==> config.mk <==
export PLATFORM = sky130hd
export DESIGN_NAME = filter_sched
export DESIGN_NICKNAME = d
export VERILOG_FILES = /design/src/rtl/filter_sched.sv
export SDC_FILE = /design/constraint.sdc
export NUM_CORES = 1
export LEC_CHECK = 0
export ABC_AREA = 1
export BUFFER_PORTS_ARGS = -buffer_cell sky130_fd_sc_hd__clkbuf_2
export CAP_MARGIN = 15
export CORE_ASPECT_RATIO = 0.75
export CORE_MARGIN = 8
export CORE_UTILIZATION = 30
export DETAILED_ROUTE_END_ITERATION = 7
export GPL_TIMING_DRIVEN = 0
export PLACE_DENSITY = 0.53
export SLEW_MARGIN = 20
export SYNTH_ARGS = -nofsm -noshare
export SYNTH_HDL_FRONTEND = slang
export SYNTH_SLANG_ARGS = --single-unit
==> constraint.sdc <==
create_clock -name clk -period 1.8 [get_ports clk]
set_input_delay 0.36 -clock clk [delete_from_list [all_inputs] [get_ports clk]]
set_output_delay 0.36 -clock clk [all_outputs]
set_load 0.03 [all_outputs]
==> src/rtl/filter_sched.sv <==
`timescale 1ns / 1ps
// Sequencing controller for the filter core: sample-rate strobes, switch debounce and the
// drain/clear/settle sequence that keeps a half-filled filter off the output mux.
module filter_sched #(
  parameter int unsigned FG_DIV     = 100,
  parameter int unsigned FIR_DIV    = 5000,
  parameter int unsigned IIR_DIV    = 2500,
  parameter int unsigned DEB_CYC    = 1000000,
  parameter int unsigned CLR_CYC    = 4,
  parameter int unsigned SETTLE_SMP = 32
) (
  input  logic       clk,
  input  logic       rst,
  input  logic [2:0] mode_req,
  output logic       fg_stb,
  output logic       fir_stb,
  output logic       iir_stb,
  output logic       lpf_en,
  output logic       hpf_en,
  output logic       bpf_en,
  output logic       flt_clr,
  output logic [2:0] mode_cur,
  output logic       out_valid,
  output logic       busy
);

  localparam int unsigned FgW  = $clog2(FG_DIV + 1);
  localparam int unsigned FirW = $clog2(FIR_DIV + 1);
  localparam int unsigned IirW = $clog2(IIR_DIV + 1);
  localparam int unsigned DebW = $clog2(DEB_CYC + 1);
  localparam int unsigned ClrW = $clog2(CLR_CYC + 1);
  localparam int unsigned SmpW = $clog2(SETTLE_SMP + 1);

  typedef enum logic [2:0] {StIdle, StDrain, StClear, StSettle, StRun} state_e;

  logic [FgW-1:0]  fg_cnt_q, fg_cnt_d;
  logic [FirW-1:0] fir_cnt_q, fir_cnt_d;
  logic [IirW-1:0] iir_cnt_q, iir_cnt_d;
  logic            fg_stb_q, fir_stb_q, iir_stb_q;

  // Strobe flops are loaded from the next count so each pulse lines up with count == DIV-1.
  always_comb begin
    fg_cnt_d  = (fg_cnt_q == FgW'(FG_DIV - 1)) ? '0 : fg_cnt_q + 1'b1;
    fir_cnt_d = (fir_cnt_q == FirW'(FIR_DIV - 1)) ? '0 : fir_cnt_q + 1'b1;
    iir_cnt_d = (iir_cnt_q == IirW'(IIR_DIV - 1)) ? '0 : iir_cnt_q + 1'b1;
  end

  always_ff @(posedge clk or negedge rst) begin
    if (!rst) begin
      fg_cnt_q  <= '0;
      fir_cnt_q <= '0;
      iir_cnt_q <= '0;
      fg_stb_q  <= 1'b0;
      fir_stb_q <= 1'b0;
      iir_stb_q <= 1'b0;
    end else begin
      fg_cnt_q  <= fg_cnt_d;
      fir_cnt_q <= fir_cnt_d;
      iir_cnt_q <= iir_cnt_d;
      fg_stb_q  <= (fg_cnt_d == FgW'(FG_DIV - 1));
      fir_stb_q <= (fir_cnt_d == FirW'(FIR_DIV - 1));
      iir_stb_q <= (iir_cnt_d == IirW'(IIR_DIV - 1));
    end
  end

  logic [2:0]      sync1_q, sync2_q, deb_val_q;
  logic [DebW-1:0] deb_cnt_q;

  // Debounce count saturates one past DEB_CYC-1 so a stable value is accepted only once.
  always_ff @(posedge clk or negedge rst) begin
    if (!rst) begin
      sync1_q   <= '0;
      sync2_q   <= '0;
      deb_val_q <= '0;
      deb_cnt_q <= '0;
    end else begin
      sync1_q <= mode_req;
      sync2_q <= sync1_q;
      if (sync2_q != deb_val_q) begin
        deb_val_q <= sync2_q;
        deb_cnt_q <= '0;
      end else if (deb_cnt_q != DebW'(DEB_CYC)) begin
        deb_cnt_q <= deb_cnt_q + 1'b1;
      end
    end
  end

  state_e          state_q, state_d;
  logic [2:0]      tgt_q, tgt_d, mode_cur_q, mode_cur_d;
  logic [ClrW-1:0] clr_cnt_q, clr_cnt_d;
  logic [SmpW-1:0] smp_cnt_q, smp_cnt_d;
  logic            lpf_en_q, hpf_en_q, bpf_en_q, flt_clr_q, out_valid_q, busy_q;
  logic            lpf_en_d, hpf_en_d, bpf_en_d, flt_clr_d, out_valid_d, busy_d;
  logic            accept, code_ok, go_idle, go_drain, sel_stb, enabled;

  always_comb begin
    accept = (sync2_q == deb_val_q) && (deb_cnt_q == DebW'(DEB_CYC - 1));
    case (deb_val_q)
      3'b001, 3'b010, 3'b100: code_ok = 1'b1;
      default:                code_ok = 1'b0;
    endcase
    go_idle  = accept && (deb_val_q == 3'b000) && (state_q != StIdle);
    go_drain = accept && code_ok && (deb_val_q != mode_cur_q) && (state_q != StDrain);
    sel_stb  = (mode_cur_q == 3'b100) ? iir_stb_q : fir_stb_q;
  end

  // Mode acceptance is checked ahead of the state case, so it beats a coincident final strobe.
  always_comb begin
    state_d    = state_q;
    tgt_d      = tgt_q;
    mode_cur_d = mode_cur_q;
    clr_cnt_d  = clr_cnt_q;
    smp_cnt_d  = smp_cnt_q;
    if (go_idle) begin
      state_d    = StIdle;
      mode_cur_d = 3'b000;
    end else if (go_drain) begin
      state_d   = StDrain;
      tgt_d     = deb_val_q;
      smp_cnt_d = '0;
    end else begin
      case (state_q)
        StDrain: begin
          state_d    = StClear;
          mode_cur_d = tgt_q;
          clr_cnt_d  = '0;
        end
        StClear: begin
          if (clr_cnt_q == ClrW'(CLR_CYC - 1)) begin
            state_d   = StSettle;
            smp_cnt_d = '0;
          end else begin
            clr_cnt_d = clr_cnt_q + 1'b1;
          end
        end
        StSettle: begin
          if (sel_stb) begin
            if (smp_cnt_q == SmpW'(SETTLE_SMP - 1)) state_d = StRun;
            else smp_cnt_d = smp_cnt_q + 1'b1;
          end
        end
        default: ;
      endcase
    end

    enabled     = (state_d == StSettle) || (state_d == StRun);
    lpf_en_d    = enabled && (mode_cur_d == 3'b001);
    hpf_en_d    = enabled && (mode_cur_d == 3'b010);
    bpf_en_d    = enabled && (mode_cur_d == 3'b100);
    flt_clr_d   = (state_d == StClear);
    out_valid_d = (state_d == StRun);
    busy_d      = (state_d == StDrain) || (state_d == StClear) || (state_d == StSettle);
  end

  always_ff @(posedge clk or negedge rst) begin
    if (!rst) begin
      state_q     <= StIdle;
      tgt_q       <= '0;
      mode_cur_q  <= '0;
      clr_cnt_q   <= '0;
      smp_cnt_q   <= '0;
      lpf_en_q    <= 1'b0;
      hpf_en_q    <= 1'b0;
      bpf_en_q    <= 1'b0;
      flt_clr_q   <= 1'b0;
      out_valid_q <= 1'b0;
      busy_q      <= 1'b0;
    end else begin
      state_q     <= state_d;
      tgt_q       <= tgt_d;
      mode_cur_q  <= mode_cur_d;
      clr_cnt_q   <= clr_cnt_d;
      smp_cnt_q   <= smp_cnt_d;
      lpf_en_q    <= lpf_en_d;
      hpf_en_q    <= hpf_en_d;
      bpf_en_q    <= bpf_en_d;
      flt_clr_q   <= flt_clr_d;
      out_valid_q <= out_valid_d;
      busy_q      <= busy_d;
    end
  end

  assign fg_stb    = fg_stb_q;
  assign fir_stb   = fir_stb_q;
  assign iir_stb   = iir_stb_q;
  assign lpf_en    = lpf_en_q;
  assign hpf_en    = hpf_en_q;
  assign bpf_en    = bpf_en_q;
  assign flt_clr   = flt_clr_q;
  assign mode_cur  = mode_cur_q;
  assign out_valid = out_valid_q;
  assign busy      = busy_q;

endmodule

==> results.ini <==
[outcome]
status = completed

[global_route]
overflow = 0
grt_pass1_wl_mm = 16.5
grt.total_usage_pct = 9.94
grt_pass1_vias = 3552
grt_util_met2_pct = 15.4
met3_usage_pct = 2.59
grt_max_degree = 89
grt_busiest_layer = met2
met1_usage_pct = 13.5
antenna_found_initial = 0

[yosys]
synth_area_um2 = 4600
synth-edff-count = 0
synth_ff_type = dfrtp_1
avgSynthCellArea_um2 = 8.10
synthArstFlopShare_pct = 100
synth_cell_type_count = 38
synthCells = 568
synth_area_leader_cell = dfrtp_1
synth_area_leaders = dfrtp_1 (48%), inv_1 (8.7%), nand2_1 (8.5%)
synth-seq-cells = 88
synth_most_common_cell = inv_1
syn_nets = 583
ys_seq_area_share_pct = 47.9
synth_top_area_share_pct = 47.9
yosys_warnings = 0
synth_common_cells = inv_1 (107), nand2_1 (104), dfrtp_1 (88), nor2_1 (52), nand3_1 (41)

[floorplan]
fp.dieW_um = 159
design.die.area_um2 = 19600
num_rows = 39
core_area_um2 = 15100
floorplan.initialDensity_pct = 30.4
io_pins = 17
fp.dieH_um = 123

[clocking]
cts_sinks = 88
cts_buffer_depth = 2
cts_buffers = 9
clk_pin_slew_ns = 0.07
insertion_delay_ns = 0.34
htree_levels = 3
cts_tree = done
root_buffer = clkbuf_16

[detailed_routing]
drt_iter0_markers = 266
wl_per_cell_um = 11.4
drc = 0
ant_nets = 0
vias = 3667
drt-total-wl_mm = 9.47
viasPerCell = 4.42
drt_pass1_iterations = 4

[placed_design]
placed_cell_area_um2 = 4970
numPortBuffers = 16
place_hpwl_mm = 6.52
place.gp.congestion = 0.845

[sta]
finalHoldViolations = 0
min_period_over_period_pct = 98.4
finalSetupTns_ns = 0
fin_skew_ns = 0.00691
finalSetupViolations = 0
slew_headroom_pct = 68.9
slew_violations = 0
fin_crit_ns = 1.77
holdWs_ns = 0.0322
fmax_mhz = 564
worst_pin_slew_ns = 0.467
rsz0062_at_grt = yes

[worst_setup_path]
critPathTopFamily = simple AND/OR/NAND/NOR gates
cp.required_ns = 2.06
reg2reg_to = bpf_en
max_stage_delay_ns = 0.38
crit_buf_inv = 0
crit_fanout = 4
critPathKind = reg -> reg
r2r_cells = 9
start_kind = flip-flop
cpMaxStageDelayCell = dfrtp_1
cp.arrival_ns = 2.03
r2r_slack_ns = 0.03
path_cells = ha_1 -> nand3_2 -> nor2_4 -> nand3_1 -> a21oi_1 -> nand2_1 -> nor2_4 -> nand3_4 -> a21oi_1
reg2reg_from = smp_cnt_q[1]
cp-startpoint = smp_cnt_q[1]
end_kind = flip-flop

[power]
p_seq_share_pct = 50.7
power_density_nw_per_um2 = 689
peakVddDrop_mv = 0.539
switching_share_pct = 21.5
p_int_uw = 3100
pwr-share-clk_pct = 46.2
switching_power_uw = 851
power_uw = 3950
p_leak_uw = 0.00278
power_frac_comb_pct = 3.0

[layout]
fillers = 1558
diodes = 0
stdcell_area_um2 = 5730
seq_area_um2 = 2200
nets = 636
drive_gt1_share_pct = 22.2
multi_input_area_um2 = 2150
area_delta_synth_final_pct = 24.6

[run]
drv_cap = 0

[worst_hold_path]
hp-class = in -> async

[repair_timing]
item                                    CTS  global route
buffers inserted                          5            18
gates cloned                              0             2
pin swaps                                 5            20
gates resized for setup                  13            53
hold buffers                              0             0
endpoints found under the setup margin   21            30
[placed cells by master, fill, tap and decap left out, drive strengths merged]
cell,Yosys,layout
inv,112,113
nand2,111,111
dfrtp,88,88
nor2,57,57
nand3,48,48
o21ai,34,34
clkbuf,3,31
a21oi,28,28
buf,4,28
nor3,17,17
nand4,16,16
xor2,10,10
ha,10,10
nand3b,7,7
xnor2,5,5
nor4,5,5
clkinv,1,4
a31oi,3,3
or2,3,3
a21o,1,1
and3,1,1
o211ai,1,1
o22ai,1,1
a31o,1,1
a211oi,1,1
bufinv,0,1
[cell families after synthesis]
group / share of synthesized area, %
AND/OR/NAND/NOR: 27.5
buffers and inverters: 10.5
flip-flops: 47.9
AO/OA/AOI/OAI: 8.54
XOR/XNOR: 2.85
adder cells (fa/ha/maj): 2.72
[sequential cells by signal, summed over array words and instances (netlist names)]
name and cells:
fir_stb 1, state_q 3, smp_cnt_q 6, iir_stb 1, mode_cur 3, busy 1
fg_cnt_q 7, deb_cnt_q 20, clr_cnt_q 3, flt_clr 1, fg_stb 1, sync1_q 3
lpf_en 1, deb_val_q 3, out_valid 1, iir_cnt_q 12, hpf_en 1, bpf_en 1
sync2_q 3, tgt_q 3, fir_cnt_q 13
[per-layer routing]
layer	share of wire, %	vias up
li1	-	1918
met1	52	1695
met2	44	43
met3	3.2	11
met4	1.2	0
met5	0	-
[worst reg2reg max path, stage by stage (launching register included)]
cell and delay, ns:
dfrtp_1 0.38, ha_1 0.21, nand3_2 0.13, nor2_4 0.15
nand3_1 0.09, a21oi_1 0.16, nand2_1 0.16, nor2_4 0.16
nand3_4 0.11, a21oi_1 0.14
[power by group through the flow]
stage                     clock network, µW  registers [µW]  logic [µW]
after CTS                              1890            2000         120
after detailed placement                  0            2040         115
after global placement                    0            2040         104
final                                  1830            2000         119
after global routing                   1970            2000         140
after floorplan                           0            2040        48.6
[per-stage QoR]
step	cells	setup WS [ns]	util, %
floorplan	568	0.113	-
global placement	789	-0.724	32.6
detailed placement	790	-0.186	32.9
CTS	810	0.00278	35.4
global route	830	-0.118	37.9
finish	830	0.0283	37.9
[worst max-delay path by stage]
| stage | cells past startpoint | to | slack (ns) |
|---|---|---|---|
| 2_1_floorplan | 11 | bpf_en | 0.11 |
| 3_3_place_gp | 1 | iir_cnt_q[5] | -0.72 |
| 3_5_place_dp | 9 | deb_cnt_q[18] | -0.19 |
| 4_1_cts | 9 | bpf_en | 0.003 |
| 5_1_grt | 11 | fir_stb | -0.12 |
| 6_report | 9 | bpf_en | 0.03 |
[final cells by class]
class	instances	share of cell area [%]
Sequential cell	88	38.5
Inverter	113	7.53
Clock inverter	5	1.00
Buffer	7	1.03
Tap cell	205	4.47
Timing Repair Buffer	42	5.98
Clock buffer	10	3.99
Multi-Input combinational cell	360	37.5
No activity file was read; power rests on OpenSTA's default activity.
